[src/rtl/alu_pkg.sv]
// Shared opcodes and flag type for the execute-stage ALU.
package alu_pkg;

  localparam logic [2:0] ALU_ADD = 3'b000;
  localparam logic [2:0] ALU_SUB = 3'b001;
  localparam logic [2:0] ALU_AND = 3'b010;
  localparam logic [2:0] ALU_OR  = 3'b011;
  localparam logic [2:0] ALU_SLT = 3'b101;

  typedef struct packed {
    logic n;
    logic z;
    logic c;
    logic v;
  } alu_flags_t;

endpackage

[src/rtl/alu_exec_unit_core.sv]
// Combinational ALU datapath: result, NZCV flags and illegal-code detection.
module alu_core
  import alu_pkg::*;
#(
  parameter int WIDTH = 32
) (
  input  logic [2:0]       alu_control,
  input  logic [WIDTH-1:0] src_a,
  input  logic [WIDTH-1:0] src_b,
  output logic [WIDTH-1:0] result,
  output alu_flags_t       flags,
  output logic             illegal
);

  logic [WIDTH:0] add_sum;
  logic [WIDTH:0] sub_sum;
  logic           add_ovf;
  logic           sub_ovf;
  logic           carry;
  logic           ovf;

  // Both sums are always formed; subtract is A + ~B + 1 so carry-out means "no borrow".
  always_comb begin
    add_sum = {1'b0, src_a} + {1'b0, src_b};
    sub_sum = {1'b0, src_a} + {1'b0, ~src_b} + {{WIDTH{1'b0}}, 1'b1};
    add_ovf = (src_a[WIDTH-1] == src_b[WIDTH-1]) && (add_sum[WIDTH-1] != src_a[WIDTH-1]);
    sub_ovf = (src_a[WIDTH-1] == ~src_b[WIDTH-1]) && (sub_sum[WIDTH-1] != src_a[WIDTH-1]);
    result  = {WIDTH{1'b0}};
    carry   = 1'b0;
    ovf     = 1'b0;
    illegal = 1'b0;
    case (alu_control)
      ALU_ADD: begin
        result = add_sum[WIDTH-1:0];
        carry  = add_sum[WIDTH];
        ovf    = add_ovf;
      end
      ALU_SUB: begin
        result = sub_sum[WIDTH-1:0];
        carry  = sub_sum[WIDTH];
        ovf    = sub_ovf;
      end
      ALU_AND: result = src_a & src_b;
      ALU_OR:  result = src_a | src_b;
      ALU_SLT: begin
        result = {{(WIDTH-1){1'b0}}, sub_sum[WIDTH-1] ^ sub_ovf};
        carry  = sub_sum[WIDTH];
        ovf    = sub_ovf;
      end
      default: illegal = 1'b1;
    endcase
    flags.n = result[WIDTH-1];
    flags.z = (result == {WIDTH{1'b0}});
    flags.c = carry;
    flags.v = ovf;
  end

endmodule

[src/rtl/alu_exec_unit.sv]
// Execute-stage ALU wrapper: valid/ready input, output register plus one-entry skid buffer.
module alu_exec_unit
  import alu_pkg::*;
#(
  parameter int WIDTH = 32
) (
  input  logic             clk,
  input  logic             rst,
  input  logic             in_valid,
  output logic             in_ready,
  input  logic [2:0]       alu_control,
  input  logic [WIDTH-1:0] src_a,
  input  logic [WIDTH-1:0] src_b,
  output logic             out_valid,
  input  logic             out_ready,
  output logic [WIDTH-1:0] result,
  output logic             flag_n,
  output logic             flag_z,
  output logic             flag_c,
  output logic             flag_v,
  output logic             illegal
);

  logic [WIDTH-1:0] core_result;
  alu_flags_t       core_flags;
  logic             core_illegal;

  alu_core #(.WIDTH(WIDTH)) u_core (
    .alu_control (alu_control),
    .src_a       (src_a),
    .src_b       (src_b),
    .result      (core_result),
    .flags       (core_flags),
    .illegal     (core_illegal)
  );

  logic             or_valid_q,   or_valid_d;
  logic [WIDTH-1:0] or_result_q,  or_result_d;
  alu_flags_t       or_flags_q,   or_flags_d;
  logic             or_illegal_q, or_illegal_d;
  logic             sk_valid_q,   sk_valid_d;
  logic [WIDTH-1:0] sk_result_q,  sk_result_d;
  alu_flags_t       sk_flags_q,   sk_flags_d;
  logic             sk_illegal_q, sk_illegal_d;
  logic             accept;
  logic             consume;

  // Next-state for OR/SK; an accept always finds SK empty because in_ready = !SK valid.
  always_comb begin
    accept       = in_valid && !sk_valid_q;
    consume      = or_valid_q && out_ready;
    or_valid_d   = or_valid_q;
    or_result_d  = or_result_q;
    or_flags_d   = or_flags_q;
    or_illegal_d = or_illegal_q;
    sk_valid_d   = sk_valid_q;
    sk_result_d  = sk_result_q;
    sk_flags_d   = sk_flags_q;
    sk_illegal_d = sk_illegal_q;
    if (accept) begin
      if (!or_valid_q || out_ready) begin
        or_valid_d   = 1'b1;
        or_result_d  = core_result;
        or_flags_d   = core_flags;
        or_illegal_d = core_illegal;
      end else begin
        sk_valid_d   = 1'b1;
        sk_result_d  = core_result;
        sk_flags_d   = core_flags;
        sk_illegal_d = core_illegal;
      end
    end else if (consume) begin
      if (sk_valid_q) begin
        or_result_d  = sk_result_q;
        or_flags_d   = sk_flags_q;
        or_illegal_d = sk_illegal_q;
        sk_valid_d   = 1'b0;
      end else begin
        or_valid_d   = 1'b0;
      end
    end else begin
      or_valid_d = or_valid_q;
    end
  end

  // State registers; reset clears both slots and their payloads.
  always_ff @(posedge clk) begin
    if (rst) begin
      or_valid_q   <= 1'b0;
      or_result_q  <= {WIDTH{1'b0}};
      or_flags_q   <= alu_flags_t'(4'b0000);
      or_illegal_q <= 1'b0;
      sk_valid_q   <= 1'b0;
      sk_result_q  <= {WIDTH{1'b0}};
      sk_flags_q   <= alu_flags_t'(4'b0000);
      sk_illegal_q <= 1'b0;
    end else begin
      or_valid_q   <= or_valid_d;
      or_result_q  <= or_result_d;
      or_flags_q   <= or_flags_d;
      or_illegal_q <= or_illegal_d;
      sk_valid_q   <= sk_valid_d;
      sk_result_q  <= sk_result_d;
      sk_flags_q   <= sk_flags_d;
      sk_illegal_q <= sk_illegal_d;
    end
  end

  assign in_ready  = !sk_valid_q;
  assign out_valid = or_valid_q;
  assign result    = or_result_q;
  assign flag_n    = or_flags_q.n;
  assign flag_z    = or_flags_q.z;
  assign flag_c    = or_flags_q.c;
  assign flag_v    = or_flags_q.v;
  assign illegal   = or_illegal_q;

endmodule

[config.mk]
export PLATFORM = sky130hd
export DESIGN_NAME = alu_exec_unit
export DESIGN_NICKNAME = d
export VERILOG_FILES = /design/src/rtl/alu_pkg.sv /design/src/rtl/alu_exec_unit_core.sv /design/src/rtl/alu_exec_unit.sv
export SDC_FILE = /design/constraint.sdc
export NUM_CORES = 1
export LEC_CHECK = 0
export ABC_AREA = 1
export CAP_MARGIN = 20
export CORE_MARGIN = 4
export CORE_UTILIZATION = 55
export CTS_CLUSTER_SIZE = 28
export DETAILED_ROUTE_END_ITERATION = 6
export PLACE_DENSITY = 0.87
export SLEW_MARGIN = 15
export SYNTH_ARGS = -nofsm -noshare
export SYNTH_HDL_FRONTEND = slang
export SYNTH_SLANG_ARGS = --single-unit
export TNS_END_PERCENT = 10
[constraint.sdc]
create_clock -name clk -period 3.6 [get_ports clk]
set_clock_uncertainty 0.2 [all_clocks]
set_input_delay 0.72 -clock clk [delete_from_list [all_inputs] [get_ports clk]]
set_output_delay 0.72 -clock clk [all_outputs]
set_load 0.03 [all_outputs]
## Word level (Yosys, flattened, before mapping)

Cells that the tools add are included.

| word-level totals | value |
|---|---|
| logic and storage cells | 74 |
| output and inout bits | 39 |
| input bits | 71 |
| bits in registers | 76 |

| cells by class | value |
|---|---|
| bitwise logic cells | 6 |
| equal/unequal tests | 11 |
| reductions and logical operators | 17 |
| mux-type cells | 23 |
| add/sub/neg operators | 3 |

Operators with widths:

| kind | count |
|---|---|
| $pmux W32 S5 | 1 |
| $mux W32 | 4 |
| $add A32 B32 Y33 | 2 |
| $add A33 B1 Y33 const B | 1 |
| $and A32 B32 Y32 | 1 |
| $logic_not A32 Y1 | 1 |
| $not A32 Y32 | 1 |
| $or A32 B32 Y32 | 1 |
| $mux W4 | 4 |
| $mux W1 | 12 |
| $eq A3 B2 Y1 const B | 2 |
| $reduce_and A3 Y1 | 2 |
| $reduce_or A5 Y1 | 1 |
| $logic_and A1 B1 Y1 | 4 |
| $ne A2 B1 Y1 const B | 2 |
| $pmux W1 S2 | 2 |
| $reduce_and A2 Y1 | 2 |
| $reduce_bool A2 Y1 | 2 |
| $eq A3 B1 Y1 const B | 1 |
| $eq A3 B3 Y1 const B | 1 |
| $logic_not A3 Y1 | 1 |
| $eq A1 B1 Y1 | 2 |
| $logic_not A1 Y1 | 2 |
| $ne A1 B1 Y1 | 2 |
| 5 further kinds | 6 |

## Longest topological paths before layout

Gate-level depths: netlist (run 1).

| depth | value |
|---|---|
| depth after elaboration | 10 |
| mapped depth | 23 |
| gate-level depth less buffers | 22 |

## Cells and area by module

Synthesis (run 1) repeated with hierarchy kept, for this count alone.

| unflattened totals | value |
|---|---|
| cells, all modules | 1,892 |
| area, all modules | 10,143.5 um^2 |

Modules (own cells, without submodules):

| module | times used | area an instance (um^2) | cells each | sequential area each (um^2) |
|---|---|---|---|---|
| alu_core | 1 | 6,744.0 | 1,360 | 0.0 |
| alu_exec_unit | 1 | 3,399.5 | 532 | 1,521.5 |

## Worst setup path after synthesis (run 1)

OpenSTA, ideal clock, no wires.

| timing | value |
|---|---|
| path kind | input to register |
| start | in src_a[0] |
| end | reg or_flags_q (netlist bit flag_z) |
| setup time | 0.067 ns |
| cell stages on the path | 21 |
| buffers on the path | 0 |
| slack | 0.697 ns |
| arrival time | 2.636 ns |
| data required time | 3.333 ns |
| path through | inv_1 ha_1 inv_1 fa_1 nand2_1 nand2_1 nand2_1 inv_1 nand2_1 nand3_2 xor2_1 nor2_1 nor2_1 nand2_1 nor2_1 nand2_1 nor2_1 nand3_1 nand2_1 nand2_1 a21oi_2 |

| on the way | value |
|---|---|
| longest elaborated chain between the ends | 9 |
| elaborated cells on any way between the ends | 12 |
| classes of those cells | 3 x add/sub; 1 x eq/ne; 3 x mux; 3 x bitwise; 2 x reduce/logical |

Ends and longest elaborated chain:

| element | RTL line | text |
|---|---|---|
| start, declared | alu_exec_unit.sv:12 | `input logic [WIDTH-1:0] src_a,` |
| $add A32 B32 Y33 | alu_exec_unit_core.sv:25 | `sub_sum = {1'b0, src_a} + {1'b0, ~src_b} + {{WIDTH{1'b0}}, 1'b1};` |
| $add A33 B1 Y33 | alu_exec_unit_core.sv:25 |  |
| $ne A1 B1 Y1 | alu_exec_unit_core.sv:27 | `sub_ovf = (src_a[WIDTH-1] == ~src_b[WIDTH-1]) && (sub_sum[WIDTH-1] != src_a[WIDTH-1]);` |
| $logic_and A1 B1 Y1 | alu_exec_unit_core.sv:27 |  |
| $xor A1 B1 Y1 | alu_exec_unit_core.sv:46 | `result = {{(WIDTH-1){1'b0}}, sub_sum[WIDTH-1] ^ sub_ovf};` |
| $pmux W32 S5 * | alu_exec_unit_core.sv:32 | `case (alu_control)` |
| $logic_not A32 Y1 * | alu_exec_unit_core.sv:53 | `flags.z = (result == {WIDTH{1'b0}});` |
| $mux W4 * | alu_exec_unit.sv:61 | `if (!or_valid_q \|\| out_ready) begin` |
| $mux W4 * | alu_exec_unit.sv:60 | `if (accept) begin` |
| end signal, assigned | alu_exec_unit.sv:91 | `or_flags_q <= alu_flags_t'(4'b0000);` |
| end signal, assigned | alu_exec_unit.sv:100 | `or_flags_q <= or_flags_d;` |
| end, declared | alu_exec_unit.sv:39 | `alu_flags_t or_flags_q, or_flags_d;` |

Mark *: on every way between the ends. The rest lies on a longest branch, timed or not. The select of a mux whose other input is x is not followed.
A chain may end at the register's enable or synchronous reset.

## Final worst setup path (run 1)

| timing | value |
|---|---|
| start | in src_a[4] |
| end | reg or_flags_q (netlist bit flag_z) |

Same word-level chain as after synthesis.

==> results of run 1 <==
## cell usage in the layout (no fill, tap or decap), types with 9 or more instances in the layout
| cell type | n |
|---|---|
| nand2_1 | 471 |
| nand4_1 | 17 |
| dlymetal6s2s_1 | 9 |
| inv_1 | 385 |
| buf_4 | 305 |
| clkbuf_16 | 9 |
| nor2_1 | 93 |
| a21oi_1 | 137 |
| o21ai_1 | 14 |
| ha_1 | 78 |
| nand2_2 | 31 |
| o22ai_1 | 26 |
| nand3_2 | 16 |
| o21ai_0 | 88 |
| nor2_4 | 14 |
| dfxtp_1 | 74 |
| nor2_2 | 35 |
| inv_2 | 24 |
| nor3_2 | 10 |
| clkdlybuf4s50_1 | 99 |
| nand3_1 | 106 |
| ha_4 | 25 |
## critical path: cells and delay by family
kind / cells / cell delay (ns)
simple gates: 14 / 1.66
fa+ha+maj: 1 / 0.29
buf+inv: 4 / 0.80
compound gates: 2 / 0.21
## worst max path at each step
stage | startpoint | to | depth (start not counted)
global placement | src_b[6] | flag_z$_SDFFE_PP0P_ | 21
CTS | src_b[2] | flag_z$_SDFFE_PP0P_ | 21
global route | src_b[14] | flag_z$_SDFFE_PP0P_ | 22
floorplan | src_a[0] | flag_z$_SDFFE_PP0P_ | 21
detailed placement | src_b[9] | flag_z$_SDFFE_PP0P_ | 22
finish | src_a[4] | flag_z$_SDFFE_PP0P_ | 21
## power by group through the flow
stage	clock, mW	sequential [mW]	combinational (mW)
floorplan	0	0.958	0.846
global placement	0	0.902	1.70
detailed placement	0	0.905	1.74
CTS	0.893	0.890	1.78
global route	0.922	0.895	2.15
finish	0.896	0.892	2.01
## sequential cells by signal (all words and copies together) (netlist names)
register / cells
illegal: 1
flag_c: 1
sk_result_q: 31
out_valid: 1
sk_illegal_q: 1
flag_z: 1
flag_v: 1
result: 32
sk_flags_q: 4
sk_valid_q: 1
## kinds of logic after synthesis
family / count (synthesis) / share of synthesized area
and+or+nand+nor: 820 / 0.355
xor gates and xnor gates: 4 / 0.00362
AOI/OAI and AO/OA: 292 / 0.160
DFF: 74 / 0.153
adders and majority gates: 106 / 0.138
buffers and inverters: 476 / 0.190
## layout make-up
cell class / count / area share
repair buffers: 424 / 0.250
clock buffers: 10 / 0.0168
multi-input cells: 1222 / 0.498
flip-flops and latches: 74 / 0.104
clock inverters: 5 / 0.00387
well taps: 225 / 0.0198
inverters: 410 / 0.108
diodes: 2 / 0.000351
## per-layer routing
metal  share of wire  wire length (um)  up-vias
li1                -                 -     6192
met1            0.38             15900     5928
met2            0.46             19200      926
met3            0.10              4220      212
met4           0.051              2120        0
met5               0                 0        -
## cells in the mapped netlist (6+ instances only)
cell type  count
nand4_1       17
o211ai_1       6
nand2_2        6
nand3_1      120
clkbuf_1      28
nand3b_1       6
dfxtp_1       74
a21oi_1      143
nor3_2         6
buf_2         28
and2_1         8
inv_1        397
inv_2         12
nand2_1      498
o22ai_1       26
ha_1         104
nor2_1       132
nor2_2        10
o21ai_0       99
nor3_1        10
## what timing repair did
action,CTS,global route
endpoints found under the setup margin,2,30
pin swaps,2,32
gates resized for setup,12,178
setup buffers,2,12
==> flow_metrics.env, run 1 <==
export IMPL_run_status="finished, violations left"
export IMPL_violations="setup timing"
export IMPL_p_leak_nw=7.84
export IMPL_synth_area_per_cell_um2=5.47
export IMPL_path_clk_slew_ns=0.06
export IMPL_syn_to_final_growth_pct=47.0
export IMPL_final_area_mm2=0.0142
export IMPL_dr_pass1_iters=7
export IMPL_slew_headroom=0.545
export IMPL_ys_flop_type="dfxtp_1"
export IMPL_p_sw_frac=0.403
export IMPL_wl_per_cell_um=17.5
export IMPL_cts_sinks=74
export IMPL_wl_um=41500
export IMPL_synth_cell_types=40
export IMPL_ios=110
export IMPL_drtIter0Drc=1437
export IMPL_synth_seq_cells=74
export IMPL_use_met3=0.0421
export IMPL_pwr_share_clk=0.236
export IMPL_path_class="input pin to flop"
export IMPL_min_period_ns=3.61
export IMPL_initial_core_util=0.560
export IMPL_r2r_slack_ns=1.11
export IMPL_h_tree_depth=3
export IMPL_dieHeight_um=141
export IMPL_dr_total_vias=13258
export IMPL_synthCells=1772
export IMPL_period_share=1.00
export IMPL_r2r_start="sk_valid_q$_SDFFE_PP0P_"
export IMPL_startpoint_type="input pin"
export IMPL_holdWs_ns=0.263
export IMPL_setup_tns_ns=-0.00850
export IMPL_synth_area_top_cells="nand2_1, inv_1, dfxtp_1, ha_1, a21oi_1"
export IMPL_whs_endpoint="result[29]$_SDFFE_PP0P_"
export IMPL_port_buffers=109
export IMPL_antenna_found_initial=2
export IMPL_yosysWarnings=0
export IMPL_rows=48
export IMPL_comb_power_share=0.530
export IMPL_cp_slowest_cell="clkdlybuf4s50_1"
export IMPL_synth_top_cell_by_area="nand2_1"
export IMPL_vias_per_cell=5.59
export IMPL_ys_seq_area_frac=0.153
export IMPL_cts_root_buf="clkbuf_16"
export IMPL_p_per_area_mw_per_mm2=267
export IMPL_p_switching_mw=1.53
export IMPL_reg2reg_depth=11
export IMPL_tightest_slew_ns=0.679
export IMPL_cp_required_ns=3.67
export IMPL_first_global_vias=12046
export IMPL_postCtsHoldBufs=0
export IMPL_postSynth_asyncResetShare=0
export IMPL_p_int_mw=2.27
export IMPL_grt_overflow=0
export IMPL_hold_class="flop to flop"
export IMPL_seq_power_share=0.235
export IMPL_numCtsBuffers=9
export IMPL_grt_met1_usage=0.480
export IMPL_clk_latency_ns=0.33
export IMPL_hold_depth=2
export IMPL_drc_errors=0
export IMPL_setup_slack_ns=-0.00850
export IMPL_path_max_fanout=6
export IMPL_path_cells="clkdlybuf4s50_1 > inv_1 > ha_4 > buf_4 > buf_4 > nand2_2 > nor2_1 > nand2_1 > nand3_2 > nand2_1 > nand2_1 > o21ai_0 > nor2_1 > nand2_1 > nor2_2 > nand4_1 > nor2_2 > nand3_2 > nand2_1 > nand2_1 > a21oi_2"
export IMPL_drv_slew=0
export IMPL_die_w_um=141
export IMPL_worstHoldStart="result[29]$_SDFFE_PP0P_"
export IMPL_synth_nets=1949
export IMPL_grt_first_pass_wirelength_um=60200
export IMPL_cts_tree="done"
export IMPL_totalPowerFinal_mw=3.80
export IMPL_grtUsageMet2=0.635
export IMPL_fill_cells=1136
export IMPL_place_ws_ns=-0.439
export IMPL_hold_violations=0
export IMPL_post_dp_cell_area_mm2=0.0131
export IMPL_place_inst=2341
export IMPL_netlist_area_mm2=0.00969
export IMPL_cp_common_cell="nand2_1"
export IMPL_grt_max_degree=59
export IMPL_synth_edff_count=0
export IMPL_die_area_mm2=0.0198
export IMPL_nets=2318
export IMPL_rr_endpoint="result[9]$_SDFFE_PP0P_"
export IMPL_layout_drive_gt1_share=0.236
export IMPL_grt_usage=0.374
export IMPL_ir_drop_mv=0.497
export IMPL_multi_input_area_mm2=0.00709
export IMPL_finalSetupViolCount=1
export IMPL_maxCapViolCount=0
export IMPL_fmax_ghz=0.277
export IMPL_clk_path_buf_depth=2
export IMPL_fin_util=0.823
export IMPL_slowest_delay_ns=0.48
export IMPL_core_area_mm2=0.0173
export IMPL_worstPathArrival_ns=3.68
export IMPL_stdcell_count=2372
export IMPL_routabilityCongestion=1.00
export IMPL_synth_top_area_frac=0.193
export IMPL_seq_area_mm2=0.00148
export IMPL_end_kind="flop"
export IMPL_dp_final_hpwl_um=30300
export IMPL_ant_nets=0
export IMPL_busiest_layer="met2"
Note: power is estimated with default switching activity, not from simulation.
==> run 2: changes to the inputs <==
==> constraint.sdc (replaced) <==
create_clock -name clk -period 3.6 [get_ports clk]
set_clock_uncertainty 0.2 [all_clocks]
set_input_delay 0.72 -clock clk [delete_from_list [all_inputs] [get_ports clk]]
set_output_delay 0.72 -clock clk [all_outputs]
set_load 0.01 [all_outputs]
==> results of run 2 <==
Same layout as run 1 (identical final DEF). Status: finished, violations left: setup timing.
Among the figures that moved: total power 3.80 mW -> 3.76 mW; worst IR drop on VDD 0.497 mV -> 0.487 mV
